<file path="src/rtl/sdram_slot_pkg.sv">
// Shared types and constants for the SDRAM slot arbiter.
//   slot_owner_t : which party owns the current 8-clk slot
//   PH_LAST      : last phase of a slot (the decision/capture phase)
//   SYNC_HIGH_PHASES : number of phases mem_sync is high at slot start
//   SLOT_LEN     : clocks per slot; PH_W is the derived phase counter width
package sdram_slot_pkg;

  typedef enum logic [1:0] {
    OWN_NONE,
    OWN_REFRESH,
    OWN_DMA,
    OWN_CPU
  } slot_owner_t;

  localparam logic [2:0] PH_LAST          = 3'd7;
  localparam int         SYNC_HIGH_PHASES = 4;
  localparam int         SLOT_LEN         = 8;
  localparam int         PH_W             = $clog2(SLOT_LEN);

endpackage

</file>
<file path="src/rtl/sdram_slot_timer.sv">
// Slot timing for the SDRAM slot arbiter.
//   clk, reset_n : system clock, asynchronous active-low reset
//   slot_end     : high during the last phase of every slot
//   mem_sync     : registered slot sync, high in phases 0-3
//   init_done    : high once INIT_SLOTS slot boundaries have elapsed
module sdram_slot_timer
  import sdram_slot_pkg::*;
#(
  parameter int INIT_SLOTS = 32
) (
  input  logic clk,
  input  logic reset_n,
  output logic slot_end,
  output logic mem_sync,
  output logic init_done
);

  localparam int INIT_W = $clog2(INIT_SLOTS + 1);

  logic [PH_W-1:0]   phase;
  logic [PH_W-1:0]   phase_next;
  logic [INIT_W-1:0] init_cnt;

  assign phase_next = phase + PH_W'(1);
  assign slot_end   = (phase == PH_LAST);
  assign init_done  = (init_cnt == '0);

  // mem_sync is computed from the upcoming phase so the registered value
  // lines up with the phase register itself.
  always_ff @(posedge clk or negedge reset_n) begin
    if (!reset_n) begin
      phase    <= '0;
      mem_sync <= 1'b0;
      init_cnt <= INIT_W'(INIT_SLOTS);
    end else begin
      phase    <= phase_next;
      mem_sync <= (phase_next < PH_W'(SYNC_HIGH_PHASES));
      if (slot_end && (init_cnt != '0)) begin
        init_cnt <= init_cnt - INIT_W'(1);
      end
    end
  end

endmodule

</file>
<file path="src/rtl/sdram_slot_arbiter.sv">
// Chipset-side initiator for the 8-cycle SDRAM slot controller.
// Arbitrates a DMA read port and a CPU read/write port onto one slot per
// 8 clocks, forces idle slots during controller init and for refresh, and
// returns read data with a one-clock ack at the start of the next slot.
//   clk, reset_n           : 64 MHz clock, asynchronous active-low reset
//   dma_req/addr           : DMA read request (held until dma_ack)
//   dma_ack/rdata          : DMA completion pulse and read data
//   cpu_req/we/addr/ds/wdata : CPU request (held until cpu_ack)
//   cpu_ack/rdata          : CPU completion pulse and read data (reads)
//   mem_sync/oe/we/addr/ds/din : request bus to the SDRAM controller
//   mem_dout               : read data from the controller (valid phase 7)
//   init_done              : controller init window has elapsed
module sdram_slot_arbiter
  import sdram_slot_pkg::*;
#(
  parameter int INIT_SLOTS       = 32,
  parameter int REFRESH_INTERVAL = 32
) (
  input  logic        clk,
  input  logic        reset_n,
  input  logic        dma_req,
  input  logic [23:0] dma_addr,
  output logic        dma_ack,
  output logic [15:0] dma_rdata,
  input  logic        cpu_req,
  input  logic        cpu_we,
  input  logic [23:0] cpu_addr,
  input  logic [1:0]  cpu_ds,
  input  logic [15:0] cpu_wdata,
  output logic        cpu_ack,
  output logic [15:0] cpu_rdata,
  output logic        mem_sync,
  output logic        mem_oe,
  output logic        mem_we,
  output logic [23:0] mem_addr,
  output logic [1:0]  mem_ds,
  output logic [15:0] mem_din,
  input  logic [15:0] mem_dout,
  output logic        init_done
);

  localparam int              REF_W   = $clog2(REFRESH_INTERVAL + 1);
  localparam logic [REF_W-1:0] REF_MAX = REF_W'(REFRESH_INTERVAL - 1);

  logic        slot_end;
  slot_owner_t owner;
  slot_owner_t owner_next;
  slot_owner_t last_grant;
  logic [REF_W-1:0] ref_cnt;
  logic        dma_eff;
  logic        cpu_eff;
  logic        force_idle;
  logic        busy_next;

  sdram_slot_timer #(
    .INIT_SLOTS(INIT_SLOTS)
  ) u_timer (
    .clk      (clk),
    .reset_n  (reset_n),
    .slot_end (slot_end),
    .mem_sync (mem_sync),
    .init_done(init_done)
  );

  // Slot decision. The owner of the ending slot is acked on this very edge,
  // but its requester only sees the ack afterwards and still holds req, so
  // that port is masked to avoid re-issuing the same request.
  always_comb begin
    owner_next = owner;
    dma_eff    = dma_req && (owner != OWN_DMA);
    cpu_eff    = cpu_req && (owner != OWN_CPU);
    force_idle = !init_done || (ref_cnt == REF_MAX);
    if (slot_end) begin
      if (force_idle) begin
        owner_next = OWN_REFRESH;
      end else if (dma_eff && !(cpu_eff && (last_grant == OWN_DMA))) begin
        owner_next = OWN_DMA;
      end else if (cpu_eff) begin
        owner_next = OWN_CPU;
      end else begin
        owner_next = OWN_NONE;
      end
    end
  end

  assign busy_next = (owner_next == OWN_DMA) || (owner_next == OWN_CPU);

  always_ff @(posedge clk or negedge reset_n) begin
    if (!reset_n) begin
      owner      <= OWN_NONE;
      last_grant <= OWN_DMA;
    end else begin
      owner <= owner_next;
      if (slot_end && busy_next) begin
        last_grant <= owner_next;
      end
    end
  end

  // Consecutive busy slot count; reaching REF_MAX forces the next slot idle
  // so the controller can auto-refresh.
  always_ff @(posedge clk or negedge reset_n) begin
    if (!reset_n) begin
      ref_cnt <= '0;
    end else if (slot_end) begin
      if (busy_next) begin
        if (ref_cnt != REF_MAX) begin
          ref_cnt <= ref_cnt + REF_W'(1);
        end
      end else begin
        ref_cnt <= '0;
      end
    end
  end

  // Request bus: loaded at the slot boundary and held for all 8 phases.
  always_ff @(posedge clk or negedge reset_n) begin
    if (!reset_n) begin
      mem_oe   <= 1'b0;
      mem_we   <= 1'b0;
      mem_addr <= '0;
      mem_ds   <= '0;
      mem_din  <= '0;
    end else if (slot_end) begin
      case (owner_next)
        OWN_DMA: begin
          mem_oe   <= 1'b1;
          mem_we   <= 1'b0;
          mem_addr <= dma_addr;
          mem_ds   <= 2'b11;
          mem_din  <= '0;
        end
        OWN_CPU: begin
          mem_oe   <= !cpu_we;
          mem_we   <= cpu_we;
          mem_addr <= cpu_addr;
          mem_ds   <= cpu_we ? cpu_ds : 2'b11;
          mem_din  <= cpu_wdata;
        end
        default: begin
          mem_oe   <= 1'b0;
          mem_we   <= 1'b0;
          mem_addr <= '0;
          mem_ds   <= '0;
          mem_din  <= '0;
        end
      endcase
    end
  end

  // Capture at the end of phase 7; the ack lands in the next phase 0.
  // mem_we still reflects the ending slot here, so CPU writes leave
  // cpu_rdata untouched.
  always_ff @(posedge clk or negedge reset_n) begin
    if (!reset_n) begin
      dma_ack   <= 1'b0;
      cpu_ack   <= 1'b0;
      dma_rdata <= '0;
      cpu_rdata <= '0;
    end else begin
      dma_ack <= slot_end && (owner == OWN_DMA);
      cpu_ack <= slot_end && (owner == OWN_CPU);
      if (slot_end && (owner == OWN_DMA)) begin
        dma_rdata <= mem_dout;
      end
      if (slot_end && (owner == OWN_CPU) && !mem_we) begin
        cpu_rdata <= mem_dout;
      end
    end
  end

endmodule

</file>
<file path="config.mk">
export PLATFORM = sky130hd
export DESIGN_NAME = sdram_slot_arbiter
export DESIGN_NICKNAME = d
export VERILOG_FILES = /design/src/rtl/sdram_slot_pkg.sv /design/src/rtl/sdram_slot_timer.sv /design/src/rtl/sdram_slot_arbiter.sv
export SDC_FILE = /design/constraint.sdc
export NUM_CORES = 1
export LEC_CHECK = 0
export BUFFER_PORTS_ARGS = -buffer_cell sky130_fd_sc_hd__buf_2
export CELL_PAD_IN_SITES_DETAIL_PLACEMENT = 0
export CELL_PAD_IN_SITES_GLOBAL_PLACEMENT = 2
export CORE_UTILIZATION = 30
export DETAILED_ROUTE_END_ITERATION = 8
export GPL_TIMING_DRIVEN = 0
export PLACE_DENSITY_LB_ADDON = 0.1
export SETUP_SLACK_MARGIN = 0.4
export SKIP_LAST_GASP = 1
export SLEW_MARGIN = 25
export SYNTH_ARGS = -nofsm -noshare
export SYNTH_HDL_FRONTEND = slang
export SYNTH_HIERARCHICAL = 1
export SYNTH_SLANG_ARGS = --single-unit
</file>
<file path="constraint.sdc">
create_clock -name clk -period 2.1 [get_ports clk]
set_input_delay 0.315 -clock clk [delete_from_list [all_inputs] [get_ports clk]]
set_output_delay 0.315 -clock clk [all_outputs]
set_load 0.1 [all_outputs]
</file>
* After elaboration in Yosys (flattened, before gate mapping)
Index checks and enable logic that the tools add are counted.
** Word-level totals
- Logic and storage cells :: 60
- Register bits after elaboration :: 98
- Input bits :: 87
- Output and inout port bits :: 80
** Cells by class
- $add $sub $neg :: 3
- Multiplexer cells :: 12
- Equality and inequality tests :: 11
- Reductions and logical operators :: 18
- $lt $le $gt $ge :: 1
** Operators by type and width (count)
- $pmux 24 s2 :: 1
- $mux 16 :: 1
- $mux 6 :: 2
- $eq 2x2->1 const B :: 5
- $mux 2 :: 5
- $logic_and 1x1->1 :: 9
- $add 6x1->6 const B :: 1
- $eq 6x5->1 const B :: 1
- $logic_not 6->1 :: 1
- $ne 6x5->1 const B :: 1
- $reduce_bool 6->1 :: 1
- $sub 6x1->6 const B :: 1
- $logic_not 1->1 :: 4
- $ne 2x2->1 const B :: 2
- $pmux 2 s2 :: 1
- $add 3x1->3 const B :: 1
- $eq 3x3->1 const B :: 1
- $lt 3x3->1 const B :: 1
- $logic_or 1x1->1 :: 2
- $ne 2x1->1 const B :: 1
- $pmux 1 s2 :: 1
- $reduce_and 2->1 :: 1
- $mux 1 :: 1

* Longest topological paths before layout
Gate-level depths: netlist (run 1).
- Depth in word-level cells :: 12
- Mapped depth :: 9
- Depth with buffers taken out :: 7

* Hierarchy
The synthesis (run 1) kept the hierarchy.
** By module, submodules not included
- sdram_slot_arbiter :: instances 1, cells an instance 311, area each 3671.0 um^2, sequential area each 2203.4 um^2
- sdram_slot_timer :: instances 1, cells an instance 36, area each 461.7 um^2, sequential area each 251.5 um^2

* Worst setup path after synthesis (run 1)
No wires, ideal clock.
- Path type :: flip-flop to flip-flop
- Start point :: register u_timer.init_cnt[0]
- End point :: register mem_din[0]
- Data arrival time :: 2300 ps
- Buffers on the path :: 2
- Period minus slack after synthesis :: 2367 ps
- Cell stages (with the launch flop) :: 10
- Data required time :: 2033 ps
- Slack :: -267 ps
- Library setup time :: 67 ps
- Cell sequence :: dfrtp_1 -> inv_1 -> ha_1 -> nor2b_1 -> and2_2 -> o31a_1 -> and3_1 -> buf_2 -> buf_4 -> a22o_1
** Between the ends
- Word-level cells in the longest chain between the ends :: 7
** RTL lines
- start, declared :: RTL line sdram_slot_timer.sv:22 : logic [INIT_W-1:0] init_cnt;
- start signal, assigned :: RTL line sdram_slot_timer.sv:34 : init_cnt <= INIT_W'(INIT_SLOTS);
- start signal, assigned :: RTL line sdram_slot_timer.sv:39 : init_cnt <= init_cnt - INIT_W'(1);
- $logic_not 6->1 :: RTL line sdram_slot_timer.sv:26 : assign init_done = (init_cnt == '0);
- via init_done :: RTL line sdram_slot_arbiter.sv:39 : output logic init_done
- $logic_not 1->1 :: RTL line sdram_slot_arbiter.sv:72 : force_idle = !init_done || (ref_cnt == REF_MAX);
- $logic_or 1x1->1 :: RTL line sdram_slot_arbiter.sv:72
- $mux 2 :: RTL line sdram_slot_arbiter.sv:74 : if (force_idle) begin
- $mux 2 :: RTL line sdram_slot_arbiter.sv:73 : if (slot_end) begin
- $eq 2x2->1 :: RTL line sdram_slot_arbiter.sv:125 : case (owner_next)
- $mux 16 :: RTL line sdram_slot_arbiter.sv:125
- end signal, assigned :: RTL line sdram_slot_arbiter.sv:138 : mem_din <= cpu_wdata;
- end, declared :: RTL line sdram_slot_arbiter.sv:37 : output logic [15:0] mem_din,
The timed path passes the listed nets, and every way through them passes these cells.
A chain may end at the register's enable or synchronous reset.

* Final worst setup path (run 1)
- Start point :: register u_timer.phase[0]
- End point :: register dma_rdata[10]
** Between the ends
- Word-level cells in the longest chain between the ends :: 2
** RTL lines
- start, declared :: RTL line sdram_slot_timer.sv:20 : logic [PH_W-1:0] phase;
- start signal, assigned :: RTL line sdram_slot_timer.sv:36 : phase <= phase_next;
- $eq 3x3->1 :: RTL line sdram_slot_timer.sv:25 : assign slot_end = (phase == PH_LAST);
- via slot_end :: RTL line sdram_slot_arbiter.sv:45 : logic slot_end;
- $logic_and 1x1->1 :: RTL line sdram_slot_arbiter.sv:163 : if (slot_end && (owner == OWN_DMA)) begin
- end signal, assigned :: RTL line sdram_slot_arbiter.sv:164 : dma_rdata <= mem_dout;
- end, declared :: RTL line sdram_slot_arbiter.sv:24 : output logic [15:0] dma_rdata,
The timed path passes the listed nets, and every way through them passes these cells.

==> summary.txt, run 1 <==
Floorplanning
  – Die area: 14200 um^2
  – Area inside the core boundary: 13300 um^2
  – Std-Cell Rows: 42
  – Height of the die: 119 um
  – Die X-Extent: 119 um
  – Top-Level Pins: 167
  – Initial core utilization: 31.0%

Synth
  – Post-Synthesis Mean Instance Area: 11.9 um^2
  – Part of the Yosys area used for sequential elements: 59.4%
  – Async set-reset flop share out of synthesis: 100%
  – Syn nets: 439
  – Top post-synthesis cells by area: dfrtp_1 58%, mux2_2 7.1%, a311oi_1 5.5%
  – Synthesis warning total: 6
  – Cell accounting for the most synthesized area: dfrtp_1
  – Most frequently used flop master after synthesis: dfrtp_1
  – Number of unique standard cell types used by synthesis: 41
  – Flip-flop and latch count after synthesis: 98
  – Area fraction of the dominant cell type after synthesis: 58.1%
  – Cell count after synthesis: 347
  – Count of flip-flops with a built-in enable after synthesis: 0
  – Area of the mapped netlist: 4130 um^2

Setup path
  – Largest fanout on the critical path: 5
  – Required time reported for the critical path endpoint: 2.33 ns
  – Arr. time, crit path: 2.04 ns
  – CP Class: register to register
  – Sort of element at the start of the critical path: register
  – Critical Path End Type: register

Clocking
  – Clock root cell: clkbuf_16
  – Deepest level of the CTS H-tree: 3
  – Max Root-Sink Buffers: 2
  – Number of CTS-inserted buffers: 9
  – Clock tree from TritonCTS: built
  – Clock latency on the worst-skew pair: 0.34 ns
  – Sink Count: 98
  – Clock slew at the register clock pins of the worst setup and hold paths: 0.07 ns

Layout
  – Layout Nets: 648
  – Diodes inserted: 0
  – Ratio of cells with drive above 1 in the final layout: 56.7%
  – Area growth syn-to-layout: 52.4%
  – Final design area excluding fillers: 6300 um^2

Timing
  – Number of setup violations in the final report: 0
  – Crit share post-route: 86.2%
  – Endpoints failing hold: 0
  – Worst slew margin: 65.7%
  – Fin crit period: 1.81 ns
  – Number of pins with negative max-slew slack in the final report: 0
  – Worst Tran Pin Value: 0.518 ns
  – Layout Skew: 0.00693 ns
  – Setup repair after global routing missed its margin: true
  – Worst hold slack after final layout: 0.183 ns
  – Peak Freq: 553 MHz

GRT
  – Maximum number of pins on one net before global-route repair: 71
  – First-pass GRT wire length: 18500 um
  – Global router's overall resource usage: 16.8%
  – Initial antenna violation count: 0
  – Aggregate global routing overflow: 0
  – Via count of the first global-routing pass: 3482

Power and ir drop
  – Cell area power density: 1010 nW/um^2
  – Static leakage power: 3.15 nW
  – Peak VDD IR: 0.501 mV

Run
  – Max Cap Violations: 0

Place
  – Buffers added on ports: 166
  – Detailed Place HPWL: 7960 um
  – Final weighted congestion of routability-driven global placement: 0.731
  – Instance area at placement: 5290 um^2

Hold path
  – Worst hold path type: input pin to register

Drt
  – DRT iter0 DRCs: 173
  – Post-route ant nets: 0
  – Vias post-DR: 3525
  – Number of design rule violations left after detail routing: 0
  – Via count normalized by instance count: 4.78
  – Average detailed-routed wire length per instance: 16.3 um
  – Total wire length: 12000 um
  – Drt first pass iters: 4

Outcome
  – Status: completed
-- through the flow --
| step | std cells | utilization, % | setup TNS, ns | setup WS, ns | total power (W) |
|---|---|---|---|---|---|
| final | 737 | 47.2 | 0 | 0.290 | 0.00636 |
| after global routing | 737 | 47.2 | 0 | 0.222 | 0.00663 |
| after CTS | 727 | 45.3 | 0 | 0.277 | 0.00639 |
| after detailed placement | 690 | 39.6 | -1.32 | -0.0837 | 0.00460 |
| after global placement | 689 | 39.4 | -39.81 | -0.590 | 0.00458 |
| after floorplan | 347 | - | 0 | 0.115 | 0.00414 |
-- worst max-delay path, stage by stage, from the launching register on --
cell and delay (ns):
dfrtp_1 0.39, ha_4 0.15, ha_4 0.18, inv_8 0.03, or3_4 0.37, buf_8 0.15, buf_12 0.13, mux2_4 0.29
-- power breakdown --
part,switching [W],internal (W)
Sequential,0.000128,0.00212
Combinational,0.00194,0.000484
Clock,0.000757,0.000934
-- cells in the mapped netlist, types with 3 or more instances --
| master | n |
|---|---|
| mux2_4 | 9 |
| mux2_2 | 26 |
| o2bb2ai_1 | 3 |
| a21oi_1 | 3 |
| buf_2 | 11 |
| dfrtp_1 | 96 |
| a22o_1 | 16 |
| clkbuf_1 | 8 |
| a311oi_1 | 26 |
| inv_1 | 10 |
| ha_1 | 5 |
| nand2b_1 | 4 |
| nand2_1 | 56 |
| a31oi_1 | 3 |
| nor2_1 | 35 |
-- placed cells by master (no fill, tap or decap), types with 3 or more instances in the layout --
cell / n
a22o_1: 16
dfrtp_1: 95
nand2b_1: 3
a311oi_1: 6
buf_4: 21
nand2_1: 55
buf_8: 3
inv_1: 8
mux2_2: 16
clkbuf_16: 10
buf_2: 166
buf_12: 4
buf_6: 12
nor2_1: 33
a31oi_1: 3
mux2_4: 19
ha_4: 3
clkbuf_2: 3
buf_16: 3
a311oi_2: 20
-- repair_timing --
action / 4_1_cts / 5_1_grt
pin swaps: 16 / 6
endpoints found under the setup margin: 80 / 77
gates resized for setup: 60 / 35
hold buffers: 1 / 0
endpoints found under the hold margin: 27 / 0
setup buffers: 17 / 8
cloned: 3 / 2
-- cell families after synthesis --
group | synth area share, %
AOI/OAI and AO/OA | 12.7
xor gates and xnor gates | 0.636
adders and majority gates | 1.51
buffers and inverters | 3.51
DFF | 59.4
muxes | 11.1
and+or+nand+nor | 11.1
-- area by class of cell --
type	instances	area, um^2
flip-flops and latches	98	2460
clock buffers	9	225
repair buffers	198	1220
fillers	1277	7050
clock inverters	7	78.8
inverters	11	48.8
well taps	176	220
plain buffers	21	209
multi-input cells	217	1840
-- sequential cells by signal, indices dropped and copies added, names as in the netlist --
name / cells
mem_din: 16
dma_rdata: 16
mem_oe: 1
cpu_ack: 1
owner: 2
ref_cnt: 6
last_grant: 2
u_timer/init_cnt: 6
dma_ack: 1
mem_we: 1
u_timer/phase: 3
mem_addr: 24
cpu_rdata: 16
u_timer/mem_sync: 1
mem_ds: 2
-- per-layer routing --
metal / up-vias / wire [um] / global-route usage [%]
li1: 1652 / - / -
met3: 10 / 554 / 3.30
met2: 100 / 5470 / 25.3
met4: 0 / 133 / 5.86
met5: - / 0 / 0
met1: 1763 / 5840 / 24.1
-- final timing paths --
kind                             startpoint            end  slack [ns]  cells past startpoint
max                        u_timer/phase[0]  dma_rdata[10]        0.29                      7
min                            cpu_wdata[9]     mem_din[9]        0.18                      2
max reg2reg                u_timer/phase[0]  dma_rdata[10]        0.29                      7
min reg2reg                          mem_oe         mem_oe        0.49                      1
max in group asynchronous           reset_n  last_grant[1]        0.99                      3
min in group asynchronous           reset_n  dma_rdata[13]        0.41                      2
No activity file was read; power rests on OpenSTA's default activity.
==> run 2: changes to the inputs <==
- CORE_UTILIZATION: 30 -> 25
==> run 2 against run 1 <==
  * Routed wire length rose by 3.8%
  * Combinational power about the same
  * Sequential power about the same
  * Critical path depth unchanged
  * Die area increased by 20%
  * Clock power up 7%
  * Clock skew increased by 0.0025 ns
  * Maximum frequency down 2.9%
  * Flip-flop and latch count did not move
  * Non-clock buffer count down 1
  * Hold slack got worse by 0.0075 ns
==> summary.txt, run 2 (synthesis results as in run 1) <==
Outcome
  – Status: completed

Layout
  – Diodes inserted: 0 (unchanged)
  – Flip-flop count of the largest register, all copies and words added: 24 (unchanged)
  – Ratio of cells with drive above 1 in the final layout: 55.7% (-0.97 points)
  – Largest reg by FF count: mem_addr
  – Most frequent standard cell in the layout excluding fill and tap cells: buf_2
  – Leading cell types in the layout, fill and taps excluded: 165 x buf_2, 95 x dfrtp_1, 55 x nand2_1
  – Layout Nets: 647 (-0.15%)
  – Layout Cells excl Fill: 776 (+5.3%)
  – Number of fillers in the final layout: 1633 (+28%)
  – Area growth syn-to-layout: 51.9%

Timing
  – Worst hold slack after final layout: 0.176 ns (-0.00748 ns)
  – Peak Freq: 536 MHz (-2.9%)
  – Number of setup violations in the final report: 0 (unchanged)
  – Setup_tns: 0 ns (unchanged)
  – Number of pins with negative max-slew slack in the final report: 0 (unchanged)
  – Layout Skew: 0.00945 ns (+0.00253 ns)
  – Final setup margin: 0.235 ns (-0.0548 ns)
  – Endpoints failing hold: 0 (unchanged)
  – Setup repair after global routing missed its margin: true
  – Worst Tran Pin Value: 0.680 ns (+0.162 ns)
  – Crit share post-route: 88.8% (+2.6 points)
  – Worst slew margin: 54.7% (-11 points)
  – Fin crit period: 1.86 ns (+0.0548 ns)

Power and ir drop
  – Net switching power figure: 0.00282 W (-0.27%)
  – Power share of the sequential group: 34.8% (-0.5 points)
  – Peak VDD IR: 0.396 mV (-21%)
  – Cell area power density: 1030 nW/um^2 (+1.6%)
  – Internal: 0.00362 W (+2.5%)
  – Total power draw: 0.00644 W (+1.3%)
  – Clk pwr share: 27.9% (+1.3 points)
  – Part of the total power dissipated in combinational logic: 37.4% (-0.7 points)
  – Static leakage power: 3.09 nW (-1.9%)
  – Net switching share of the total power: 43.8% (-0.67 points)

Drt
  – Total wire length: 12500 um (+3.8%)
  – Number of design rule violations left after detail routing: 0 (unchanged)
  – Via count normalized by instance count: 4.50 (-5.9%)
  – Drt first pass iters: 4 (unchanged)
  – Average detailed-routed wire length per instance: 16.0 um (-1.4%)
  – DRT iter0 DRCs: 100 (-42%)
  – Vias post-DR: 3492 (-0.94%)
  – Post-route ant nets: 0 (unchanged)

Clocking
  – Max Root-Sink Buffers: 2 (unchanged)
  – Number of CTS-inserted buffers: 9 (unchanged)
  – Clock slew at the register clock pins of the worst setup and hold paths: 0.07 ns (about the same)
  – Clock latency on the worst-skew pair: 0.35 ns (about the same)
  – Clock tree from TritonCTS: built
  – Sink Count: 98 (unchanged)
  – Clock root cell: clkbuf_16
  – Deepest level of the CTS H-tree: 3 (unchanged)

Setup path
  – Critical Path End Type: register
  – Worst flop-to-flop path endpoint: dma_rdata[7]
  – CP Class: register to register
  – Required time reported for the critical path endpoint: 2.34 ns (about the same)
  – Launch point of the worst reg-to-reg path: u_timer/phase[0]
  – Arr. time, crit path: 2.10 ns (+0.06 ns)
  – Start point of the critical path: u_timer/phase[0]
  – R2R Setup Slk: 0.24 ns (-0.05 ns)
  – Sort of element at the start of the critical path: register
  – Largest fanout on the critical path: 5 (unchanged)
  – Register-to-Register Path Depth: 7 (unchanged)
  – Worst setup endpoint: dma_rdata[7]

Floorplanning
  – Die area: 17000 um^2 (+20%)
  – Std-Cell Rows: 46 (+9.5%)
  – Initial core utilization: 25.8% (-5.1 points)
  – Height of the die: 131 um (+9.4%)
  – Area inside the core boundary: 16000 um^2 (+20%)
  – Top-Level Pins: 167 (unchanged)
  – Die X-Extent: 131 um (+9.4%)

GRT
  – Global router's overall resource usage: 15.0% (-1.8 points)
  – Initial antenna violation count: 0 (unchanged)
  – Aggregate global routing overflow: 0 (unchanged)
  – Via count of the first global-routing pass: 3630 (+4.3%)
  – Maximum number of pins on one net before global-route repair: 56 (-21%)
  – First-pass GRT wire length: 19500 um (+5.7%)

Place
  – Final weighted congestion of routability-driven global placement: 0.717 (-2.0%)
  – Buffers added on ports: 166 (unchanged)
  – Worst setup timing slack at the placement stage: -0.114 ns (-0.0299 ns)
  – Cell count after placement: 730 (+5.8%)
  – Detailed Place HPWL: 8400 um (+5.6%)

Run
  – Max Cap Violations: 0 (unchanged)

Hold path
  – Worst hold path type: input pin to register
==> run 2: cell types whose count changed in the layout (fill, tap and decap cells not counted), sizes merged <==
cell | previous run | this run
buf | 209 | 208
bufinv | 1 | 2
clkinvlp | 2 | 1
==> run 2: how the worst min path moves through the flow <==
stage,start,end,cells after the start
2_1_floorplan,reset_n,cpu_ack,0
3_3_place_gp,u_timer/phase[0],u_timer/phase[0],1
3_5_place_dp,reset_n,dma_rdata[14],1
4_1_cts,cpu_wdata[1],mem_din[1],2
5_1_grt,cpu_wdata[1],mem_din[1],2
6_report,cpu_wdata[1],mem_din[1],2
==> run 2: per-stage QoR <==
| step | util, % | cell area [um^2] |
|---|---|---|
| CTS | 38.4 | 6140 |
| global route | 39.2 | 6280 |
| global placement | 33.1 | 5300 |
| floorplan | - | 4200 |
| finish | 39.2 | 6280 |
| detailed placement | 33.4 | 5340 |
==> run 2: routing by layer <==
layer,wire [um],global-route usage (%)
met2,5820,24.2
met3,708,3.62
met4,187,5.27
met5,0,0
met1,5740,19.7
==> run 2: area by class of cell <==
type / count / area, um^2 / area share, %
Multi-Input combinational cell: 217 / 1770 / 28.2
Buffer: 21 / 210 / 3.35
Timing Repair Buffer: 197 / 1200 / 19.2
Inverter: 11 / 48.8 / 0.777
Clock buffer: 9 / 225 / 3.59
Sequential cell: 98 / 2460 / 39.1
Tap cell: 216 / 270 / 4.30
Clock inverter: 7 / 91.3 / 1.45
==> run 2: repair_timing <==
item / 4_1_cts / 5_1_grt
gates cloned: 2 / 1
gates resized for setup: 62 / 19
hold buffers: 1 / 0
endpoints found under the setup margin: 80 / 88
pin swaps: 14 / 14
endpoints found under the hold margin: 43 / 0
buffers inserted: 23 / 3
==> run 2: worst max-delay path, stage by stage (launching register included) <==
cell	delay [ns]
dfrtp_1	0.35
ha_2	0.19
ha_4	0.20
inv_8	0.03
or3_4	0.39
buf_8	0.15
clkbuf_16	0.15
mux2_4	0.29
==> run 2: power by group through the flow <==
stage                     clock (W)  combinational (W)  sequential (W)
after floorplan                   0           0.000318         0.00382
after global placement            0            0.00232         0.00227
after detailed placement          0            0.00234         0.00227
after CTS                   0.00185            0.00240         0.00224
after global routing        0.00193            0.00250         0.00227
final                       0.00180            0.00241         0.00224
==> run 3: changes to the inputs <==
- PLACE_DENSITY: unset -> 0.74
- PLACE_DENSITY_LB_ADDON: 0.1 -> unset
==> run 3 against run 2 <==
  * Flip-flop and latch count stayed put
  * Global-route usage fell by 1.1 points
  * Combinational power is essentially flat
  * Final area is 0.62% higher
  * Sequential share of layout area fell by 0.24 points
  * Critical path type unchanged
  * Largest cell class unchanged
==> summary.txt, run 3 (synthesis results as in run 1) <==
Layout
  – Diodes inserted: 0 (unchanged)
  – Area growth syn-to-layout: 52.9%
  – Ratio of cells with drive above 1 in the final layout: 57.2% (+1.5 points)
  – Layout Nets: 650 (+0.46%)
  – Leading cell types in the layout, fill and taps excluded: 166 x buf_2, 95 x dfrtp_1, 54 x nand2_1
  – Largest reg by FF count: mem_addr
  – Final design area excluding fillers: 6320 um^2 (+0.62%)
  – Most frequent standard cell in the layout excluding fill and tap cells: buf_2
  – Flip-flop count of the largest register, all copies and words added: 24 (unchanged)
  – Number of fillers in the final layout: 1653 (+1.2%)

Timing
  – Fin crit period: 1.89 ns (+0.0273 ns)
  – Peak Freq: 529 MHz (-1.4%)
  – Worst Tran Pin Value: 0.508 ns (-0.172 ns)
  – Number of setup violations in the final report: 0 (unchanged)
  – Worst slew margin: 66.4% (+12 points)
  – Endpoints failing hold: 0 (unchanged)
  – Final setup margin: 0.208 ns (-0.0273 ns)
  – Number of pins with negative max-slew slack in the final report: 0 (unchanged)
  – Crit share post-route: 90.1% (+1.3 points)
  – Layout Skew: 0.0106 ns (+0.00117 ns)
  – Setup repair after global routing missed its margin: true

Power and ir drop
  – Cell area power density: 1030 nW/um^2 (about the same)
  – Total power draw: 0.00649 W (+0.71%)
  – Static leakage power: 3.11 nW (+0.54%)
  – Peak VDD IR: 0.530 mV (+34%)

Floorplanning
  – Top-Level Pins: 167 (unchanged)
  – Initial core utilization: 25.8% (unchanged)
  – Die area: 17000 um^2 (unchanged)
  – Height of the die: 131 um (unchanged)
  – Std-Cell Rows: 46 (unchanged)
  – Die X-Extent: 131 um (unchanged)
  – Area inside the core boundary: 16000 um^2 (unchanged)

Setup path
  – CP Class: register to register
  – Cell breakdown of the critical path: ha_4 > nand3_1 > o31a_1 > buf_4 > buf_6 > a21oi_4 > buf_6 > a311oi_2
  – Arr. time, crit path: 2.09 ns (about the same)
  – Required time reported for the critical path endpoint: 2.30 ns (-0.04 ns)
  – R2R Setup Slk: 0.21 ns (-0.03 ns)
  – Cell with the biggest individual delay on the critical path: dfrtp_1
  – Critical Path End Type: register
  – Biggest cell delay along the critical path: 0.41 ns (+0.02 ns)
  – Register-to-Register Path Depth: 8 (+1)
  – Launch point of the worst reg-to-reg path: ref_cnt[1]
  – Sort of element at the start of the critical path: register
  – Crit path top cell by count: buf_6
  – Family with the most delay on the worst path: compound AO/OA/AOI/OAI gates
  – Worst flop-to-flop path endpoint: mem_addr[2]
  – Logic depth of the worst setup path including buffers: 8 (+1)
  – Largest fanout on the critical path: 6 (+1)
  – Buffers and inverters on the worst path: 3 (unchanged)

Drt
  – Vias post-DR: 3519 (+0.77%)
  – Number of design rule violations left after detail routing: 0 (unchanged)
  – Total wire length: 11900 um (-4.1%)
  – Average detailed-routed wire length per instance: 15.3 um (-4.4%)
  – DRT iter0 DRCs: 102 (+2.0%)
  – Drt first pass iters: 4 (unchanged)
  – Post-route ant nets: 0 (unchanged)
  – Via count normalized by instance count: 4.52 (+0.39%)

Clocking
  – Clock root cell: clkbuf_16
  – Sink Count: 98 (unchanged)
  – Max Root-Sink Buffers: 2 (unchanged)
  – Number of CTS-inserted buffers: 9 (unchanged)
  – Deepest level of the CTS H-tree: 3 (unchanged)
  – Clock slew at the register clock pins of the worst setup and hold paths: 0.07 ns (about the same)
  – Clock latency on the worst-skew pair: 0.34 ns (about the same)
  – Clock tree from TritonCTS: built

GRT
  – Via count of the first global-routing pass: 3604 (-0.72%)
  – Global router's overall resource usage: 14.0% (-1.1 points)
  – First-pass GRT wire length: 18200 um (-6.7%)
  – Maximum number of pins on one net before global-route repair: 71 (+27%)
  – Aggregate global routing overflow: 0 (unchanged)
  – Initial antenna violation count: 0 (unchanged)

Hold path
  – Worst hold path type: input pin to register
  – Depth of the worst hold-timing path: 2 (unchanged)
  – Hold path startpoint: cpu_wdata[12]
  – End of the worst hold path: mem_din[12]

Place
  – Final weighted congestion of routability-driven global placement: 0.742 (+3.5%)
  – Instance area at placement: 5340 um^2 (unchanged)
  – Detailed Place HPWL: 8040 um (-4.3%)
  – Worst setup timing slack at the placement stage: -0.0510 ns (+0.0626 ns)
  – Buffers added on ports: 166 (unchanged)

Run
  – Max Cap Violations: 0 (unchanged)

Outcome
  – Status: completed
==> run 3: power by group <==
part	switching [W]	internal [W]	leakage, nW	total, W
clock	0.000740	0.00108	0.159	0.00182
sequential	0.000133	0.00212	1.23	0.00225
combinational	0.00194	0.000478	1.72	0.00242
total	0.00281	0.00367	3.11	0.00649
==> run 3: worst max path at each step <==
stage,from,endpoint,slack (ns)
floorplan,u_timer/init_cnt[0],mem_din[0],0.11
CTS,u_timer/phase[0],dma_rdata[13],0.22
detailed placement,u_timer/init_cnt[0],mem_addr[21],-0.05
global route,ref_cnt[1],mem_addr[13],0.11
global placement,reset_n,mem_we,-0.51
finish,ref_cnt[1],mem_addr[2],0.21
==> run 3: routing by layer <==
layer / part of all wire (%) / global-route usage (%) / wire [um]
met4: 1.1 / 4.94 / 133
met2: 49 / 22.8 / 5800
met3: 4.9 / 2.93 / 588
met5: 0 / 0 / 0
met1: 45 / 18.3 / 5420
==> run 3: area by class of cell <==
class / instances / area [um^2] / area share [%]
clock inverter: 6 / 90.1 / 1.43
buffer: 21 / 206 / 3.27
sequential: 98 / 2460 / 38.9
tap: 216 / 270 / 4.28
multi-input combinational: 217 / 1800 / 28.5
inverter: 11 / 48.8 / 0.772
timing repair buffer: 200 / 1210 / 19.1
clock buffer: 10 / 239 / 3.78
==> run 3: timing repair <==
action,in CTS,in global routing
gates cloned,3,1
resized for setup,67,19
pin swaps,19,11
hold buffers,1,0
endpoints found under the setup margin,83,88
buffers inserted,23,5
endpoints found under the hold margin,28,0
==> run 3: worst register-to-register path, cell delays in order, from the launching register on <==
cell and delay, ns:
dfrtp_1 0.41, ha_4 0.17, nand3_1 0.12, o31a_1 0.27, buf_4 0.14, buf_6 0.11, a21oi_4 0.29, buf_6 0.20
a311oi_2 0.05
==> run 3: per-stage QoR <==
step | util, % | hold WS (ns) | TNS [ns] | instances
4_1_cts | 38.5 | 0.168 | 0 | 773
6_report | 39.5 | 0.184 | 0 | 779
2_1_floorplan | - | 0.0194 | 0 | 347
3_5_place_dp | 33.4 | 0.211 | -0.398 | 730
5_1_grt | 39.5 | 0.175 | 0 | 779
3_3_place_gp | 33.1 | 0.414 | -31.18 | 729
